===== src/rtl/ssp_rx_pkg.sv =====
// ---------------------------------------------------------------------------
// ssp_rx_pkg : shared types and defaults for the SSP receive read scheduler
// Revision   : 1.0
// ---------------------------------------------------------------------------
`default_nettype none

package ssp_rx_pkg;

  localparam int DW_DEF    = 8;
  localparam int DEPTH_DEF = 4;

  function automatic int lvl_width(input int depth);
    return $clog2(depth) + 1;
  endfunction

  localparam int LVL_W_DEF = lvl_width(DEPTH_DEF);

  typedef enum logic [1:0] {
    ST_IDLE = 2'd0,
    ST_RD   = 2'd1,
    ST_CAP  = 2'd2
  } state_e;

endpackage

`default_nettype wire


===== src/rtl/ssp_rx_rr_arb.sv =====
// ---------------------------------------------------------------------------
// ssp_rx_rr_arb : 2-way round-robin arbiter (bit 0 = CPU, bit 1 = DMA)
// Revision      : 1.0
// ---------------------------------------------------------------------------
`default_nettype none

module ssp_rx_rr_arb (
  input  logic       clk,
  input  logic       rst,
  input  logic [1:0] req_i,
  input  logic       adv_i,
  output logic [1:0] win_o,
  output logic       last_o
);

  // last_q = 1 means DMA was served last, so the CPU leads after reset
  logic last_q;

  always_comb begin
    win_o = 2'b00;
    case (req_i)
      2'b01:   win_o = 2'b01;
      2'b10:   win_o = 2'b10;
      2'b11:   win_o = last_q ? 2'b01 : 2'b10;
      default: win_o = 2'b00;
    endcase
  end

  always_ff @(posedge clk or posedge rst) begin
    if (rst) begin
      last_q <= 1'b1;
    end else if (adv_i) begin
      last_q <= win_o[1];
    end
  end

  assign last_o = last_q;

endmodule

`default_nettype wire


===== src/rtl/ssp_rx_arbiter.sv =====
// ---------------------------------------------------------------------------
// ssp_rx_arbiter : CPU/DMA read scheduler for the SSP receive FIFO with
//                  shadow occupancy; optional timeout via SSP_RX_TIMEOUT_EN
// Revision       : 1.0
// ---------------------------------------------------------------------------
`default_nettype none

module ssp_rx_arbiter
  import ssp_rx_pkg::*;
#(
  parameter int DW      = DW_DEF,
  parameter int DEPTH   = DEPTH_DEF,
  parameter int TIMEOUT = 32
) (
  input  logic                        PCLK,
  input  logic                        CLEAR,
  input  logic                        FIFO_WE,
  output logic                        FIFO_PSEL,
  output logic                        FIFO_PWRITE,
  input  logic [DW-1:0]               FIFO_PRDATA,
  input  logic                        CPU_REQ,
  output logic                        CPU_GNT,
  output logic [DW-1:0]               CPU_RDATA,
  output logic                        CPU_RVALID,
  input  logic                        DMA_REQ,
  output logic                        DMA_GNT,
  output logic [DW-1:0]               DMA_RDATA,
  output logic                        DMA_RVALID,
  output logic [lvl_width(DEPTH)-1:0] LEVEL,
  output logic                        EMPTY,
  output logic                        RXTO_INTR
);

  localparam int LW = lvl_width(DEPTH);
  localparam logic [LW-1:0] LVL_ONE = LW'(1);
  localparam logic [LW-1:0] LVL_MAX = LW'(DEPTH);

  state_e        state_q;
  logic          psel_q;
  logic          cpu_gnt_q, dma_gnt_q;
  logic          cpu_rvalid_q, dma_rvalid_q;
  logic [DW-1:0] cpu_rdata_q, dma_rdata_q;
  logic [LW-1:0] level_q, level_d;
  logic          empty;
  logic          start;
  logic [1:0]    arb_win;
  logic          arb_last;

  assign empty = (level_q == '0);
  assign start = (state_q == ST_IDLE) && (CPU_REQ || DMA_REQ) && !empty;

  ssp_rx_rr_arb u_arb (
    .clk    (PCLK),
    .rst    (CLEAR),
    .req_i  ({DMA_REQ, CPU_REQ}),
    .adv_i  (start),
    .win_o  (arb_win),
    .last_o (arb_last)
  );

  always_comb begin
    level_d = level_q;
    if (FIFO_WE && !psel_q && (level_q != LVL_MAX)) begin
      level_d = level_q + LVL_ONE;
    end else if (psel_q && !FIFO_WE && (level_q != '0)) begin
      level_d = level_q - LVL_ONE;
    end
  end

  always_ff @(posedge PCLK or posedge CLEAR) begin
    if (CLEAR) begin
      level_q <= '0;
    end else begin
      level_q <= level_d;
    end
  end

  // The pointer advances on entering RD, so in CAP it names the current winner
  always_ff @(posedge PCLK or posedge CLEAR) begin
    if (CLEAR) begin
      state_q      <= ST_IDLE;
      psel_q       <= 1'b0;
      cpu_gnt_q    <= 1'b0;
      dma_gnt_q    <= 1'b0;
      cpu_rvalid_q <= 1'b0;
      dma_rvalid_q <= 1'b0;
      cpu_rdata_q  <= '0;
      dma_rdata_q  <= '0;
    end else begin
      psel_q       <= 1'b0;
      cpu_gnt_q    <= 1'b0;
      dma_gnt_q    <= 1'b0;
      cpu_rvalid_q <= 1'b0;
      dma_rvalid_q <= 1'b0;
      case (state_q)
        ST_IDLE: begin
          if (start) begin
            state_q   <= ST_RD;
            psel_q    <= 1'b1;
            cpu_gnt_q <= arb_win[0];
            dma_gnt_q <= arb_win[1];
          end
        end
        ST_RD: begin
          state_q <= ST_CAP;
        end
        ST_CAP: begin
          state_q <= ST_IDLE;
          if (arb_last) begin
            dma_rdata_q  <= FIFO_PRDATA;
            dma_rvalid_q <= 1'b1;
          end else begin
            cpu_rdata_q  <= FIFO_PRDATA;
            cpu_rvalid_q <= 1'b1;
          end
        end
        default: begin
          state_q <= ST_IDLE;
        end
      endcase
    end
  end

`ifdef SSP_RX_TIMEOUT_EN
  localparam int TW = $clog2(TIMEOUT + 1);
  localparam logic [TW-1:0] TO_LAST = TW'(TIMEOUT - 1);
  localparam logic [TW-1:0] TO_ONE  = TW'(1);

  logic [TW-1:0] to_cnt_q;
  logic          rxto_q;

  // Counter saturates at its terminal value so it cannot wrap while idle
  always_ff @(posedge PCLK or posedge CLEAR) begin
    if (CLEAR) begin
      to_cnt_q <= '0;
      rxto_q   <= 1'b0;
    end else begin
      if (FIFO_WE || psel_q || empty) begin
        to_cnt_q <= '0;
      end else if (to_cnt_q != TO_LAST) begin
        to_cnt_q <= to_cnt_q + TO_ONE;
      end
      if (psel_q || empty) begin
        rxto_q <= 1'b0;
      end else if (to_cnt_q == TO_LAST) begin
        rxto_q <= 1'b1;
      end
    end
  end

  assign RXTO_INTR = rxto_q;
`else
  assign RXTO_INTR = 1'b0;
`endif

  assign FIFO_PSEL   = psel_q;
  assign FIFO_PWRITE = 1'b0;
  assign CPU_GNT     = cpu_gnt_q;
  assign DMA_GNT     = dma_gnt_q;
  assign CPU_RVALID  = cpu_rvalid_q;
  assign DMA_RVALID  = dma_rvalid_q;
  assign CPU_RDATA   = cpu_rdata_q;
  assign DMA_RDATA   = dma_rdata_q;
  assign LEVEL       = level_q;
  assign EMPTY       = empty;

endmodule

`default_nettype wire


===== config.mk =====
export PLATFORM = sky130hd
export DESIGN_NAME = ssp_rx_arbiter
export DESIGN_NICKNAME = d
export VERILOG_FILES = /design/src/rtl/ssp_rx_pkg.sv /design/src/rtl/ssp_rx_rr_arb.sv /design/src/rtl/ssp_rx_arbiter.sv
export SDC_FILE = /design/constraint.sdc
export NUM_CORES = 1
export LEC_CHECK = 0
export CAP_MARGIN = 0
export CORE_MARGIN = 2
export CORE_UTILIZATION = 40
export CTS_CLUSTER_DIAMETER = 120
export DETAILED_ROUTE_END_ITERATION = 16
export DONT_BUFFER_PORTS = 1
export MAX_ROUTING_LAYER = met4
export PLACE_DENSITY = 0.52
export SETUP_SLACK_MARGIN = 0.1
export SYNTH_ARGS = -nofsm -noshare
export SYNTH_HDL_FRONTEND = slang
export SYNTH_SLANG_ARGS = --single-unit

===== constraint.sdc =====
create_clock -name PCLK -period 2.1 [get_ports PCLK]
set_input_delay 0.315 -clock PCLK [delete_from_list [all_inputs] [get_ports PCLK]]
set_output_delay 0.315 -clock PCLK [all_outputs]
set_load 0.02 [all_outputs]

==> metrics.cfg, run 1 <==
[outcome]
status=complete, no violations

[placement]
portBuffers=0
place_ws_ns=0.314
dp_hpwl_mm=1.43
gp_congestion=0.753
dpl_cell_area_um2=1200

[run]
drv_cap=0

[synthesis]
synth_seq_cells=27
syn_avg_cell_area_um2=13.6
ys_warn_count=0
synth_cell_types=30
ys_seq_area_frac=0.595
synthCells=84
netlist_area_um2=1140

[final_layout]
drive_gt1_frac=0.247
area_growth_pct=9.23
diodes=0
final_nets=108
area.sequential_um2=677
n_fill_cell=264
stdcell_area_um2=1240
multi_input_area_um2=427

[clocking]
h-tree-depth=1
cts-resized-gates=0
cts_tree=yes
cts_setup_buffers=0
clockBufferDepth=2
cts_root_buffer=clkbuf_4
cts_inserted_buffers=3
hold_buffers=1
clock_sinks=27
clock_latency_ns=0.32
clkSlewWorstSetupHoldPaths_ns=0.15

[sta]
fin_crit_sh=0.860
fin_crit_ns=1.81
grt_setup_unrepaired=no
slew_violations=0
hold_viol_final=0
tightest_slew_ns=0.560
fin_tns_setup_ns=0
fin_ws_ns=0.294
relSlewSlack=0.626
fmax_mhz=554
skew_ns=0.00147
finalSetupViolCount=0

[setup_path]
critPathMaxFanout=4
critical_path.startpoint=FIFO_PSEL
r2r_end=LEVEL[2]
start_kind=register
cp.required_ns=2.35
cp.arrival_ns=2.06
end_kind=register
rrSetupSlack_ns=0.29
cp-endpoint=LEVEL[2]
ff2ff_path_depth=5
r2r_start=FIFO_PSEL
path_class=register to register

[drt]
avgRoutedWirePerCell_um=15.4
first_pass_iters=3
drt-vias-per-instance=5.34
dr_total_vias=662
antenna_left=0
drc=0
drt_iter0_markers=4
wl_mm=1.91

[global_routing]
grt_max_degree=17
antenna_found_initial=0
grt_first_pass_wirelength_mm=3.31
grt_remaining_overflow=0
grt_pass1_vias=723
track_usage=0.136

[min_path]
hp-class=input port to register

[floorplan]
die_x_um=57.4
die_area_um2=3290
die_height_um=57.4
core_area_um2=2730
start_util=0.416
rows=19
ios=40

[power_and_ir_drop]
peakVddDrop_mv=0.912
power.density_nw_per_um2=1740
power.leakage_nw=0.566

[kinds of logic after synthesis]
| kind of cell | after synthesis | synth area share |
|---|---|---|
| buffers and inverters | 7 | 0.0341 |
| AOI/OAI and AO/OA | 10 | 0.0648 |
| adders and majority gates | 1 | 0.0176 |
| other | 1 | 0.00329 |
| muxes | 17 | 0.167 |
| DFF | 27 | 0.595 |
| xor gates and xnor gates | 2 | 0.0154 |
| and+or+nand+nor | 19 | 0.103 |
[cells in the mapped netlist (all sizes together)]
cell type / n / area, um2
nor2: 4 / 15.0
a21oi: 1 / 5.00
nor3: 1 / 10.0
nand3b: 1 / 11.3
fa: 1 / 20.0
buf: 3 / 22.5
clkinv: 1 / 5.00
and3: 2 / 12.5
a221oi: 1 / 8.76
nand2b: 2 / 12.5
inv: 3 / 11.3
o2bb2ai: 1 / 8.76
dfrtp: 26 / 651
conb: 1 / 3.75
nor2b: 2 / 12.5
or2b: 1 / 7.51
xor2: 1 / 8.76
dfstp: 1 / 26.3
mux2: 16 / 180
nand2: 3 / 11.3
xnor2: 1 / 8.76
a31oi: 2 / 12.5
a22oi: 1 / 7.51
or3: 2 / 17.5
nor3b: 1 / 7.51
o21a: 3 / 22.5
mux2i: 1 / 10.0
a2bb2oi: 1 / 8.76
[how the worst min path moves through the flow]
stage,from,end,slack [ns],cells after the start
global route,CPU_REQ,u_arb.last_o,0.01,1
finish,CPU_REQ,u_arb.last_o,0.03,1
detailed placement,CLEAR,DMA_RDATA[7],0.28,1
CTS,CPU_REQ,u_arb.last_o,0.02,1
floorplan,CLEAR,CPU_GNT,0.37,1
global placement,CLEAR,DMA_RDATA[7],0.28,1
[metal layers]
metal | part of all wire | GRT usage
met5 | 0 | -
met4 | 0.014 | 0.0498
met3 | 0.069 | 0.0340
met2 | 0.51 | 0.218
met1 | 0.41 | 0.166
[worst max-delay path, cell delays in order (launching register included)]
cell	delay, ns
dfrtp_1	0.41
nor2b_1	0.25
nand2_1	0.11
fa_1	0.43
or3_1	0.39
a22oi_1	0.15
[layout make-up]
| type | instances | area share |
|---|---|---|
| Multi-Input combinational cell | 51 | 0.343 |
| Tap cell | 31 | 0.0312 |
| Clock inverter | 1 | 0.00604 |
| Timing Repair Buffer | 7 | 0.0443 |
| Inverter | 4 | 0.0131 |
| Clock buffer | 3 | 0.0181 |
| Sequential cell | 27 | 0.544 |
[cells in the final DEF, fill, tap and decap left out, types with 2 or more instances in the layout]
master and instances:
conb_1 2, nor2b_1 2, mux2_1 8, and3_1 2, mux2_2 8, a31oi_1 2, nand2_1 3, dfrtp_1 26
buf_4 6, nand2b_1 2, clkbuf_4 3, inv_1 3, o21a_1 3, nor2_1 4
[where the power goes]
part / switching [W] / leakage (nW) / internal, W / total [W]
Clock: 0.000160 / 0.0139 / 0.0000728 / 0.000233
Sequential: 0.000394 / 0.326 / 0.000779 / 0.00117
Combinational: 0.000378 / 0.225 / 0.000374 / 0.000753
Total: 0.000932 / 0.566 / 0.00123 / 0.00216
[state kept, by name, summed over array words and instances (netlist names)]
register and cells:
state_q 2, LEVEL 3, CPU_GNT 1, CPU_RVALID 1, DMA_RVALID 1, u_arb.last_o 1
DMA_GNT 1, CPU_RDATA 8, DMA_RDATA 8, FIFO_PSEL 1
[metrics by stage]
stage / hold slack (ns) / cells / power [W] / util
6_report: 0.0262 / 124 / 0.00216 / 0.455
5_1_grt: 0.0141 / 124 / 0.00231 / 0.455
4_1_cts: 0.0179 / 124 / 0.00219 / 0.455
3_3_place_gp: 0.281 / 119 / 0.00193 / 0.440
2_1_floorplan: 0.367 / 85 / 0.00175 / -
3_5_place_dp: 0.280 / 119 / 0.00196 / 0.440
Note: power is estimated with default switching activity, not from simulation.
==> inputs of run 2 (changes only) <==
--- a/config.mk
+++ b/config.mk
@@ -5,7 +5,7 @@
 export SDC_FILE = /design/constraint.sdc
 export NUM_CORES = 1
 export LEC_CHECK = 0
-export CAP_MARGIN = 0
+export CAP_MARGIN = 20
 export CORE_MARGIN = 2
 export CORE_UTILIZATION = 40
 export CTS_CLUSTER_DIAMETER = 120
==> results of run 2 <==
Final layout, timing and power as in run 1 (identical DEF).
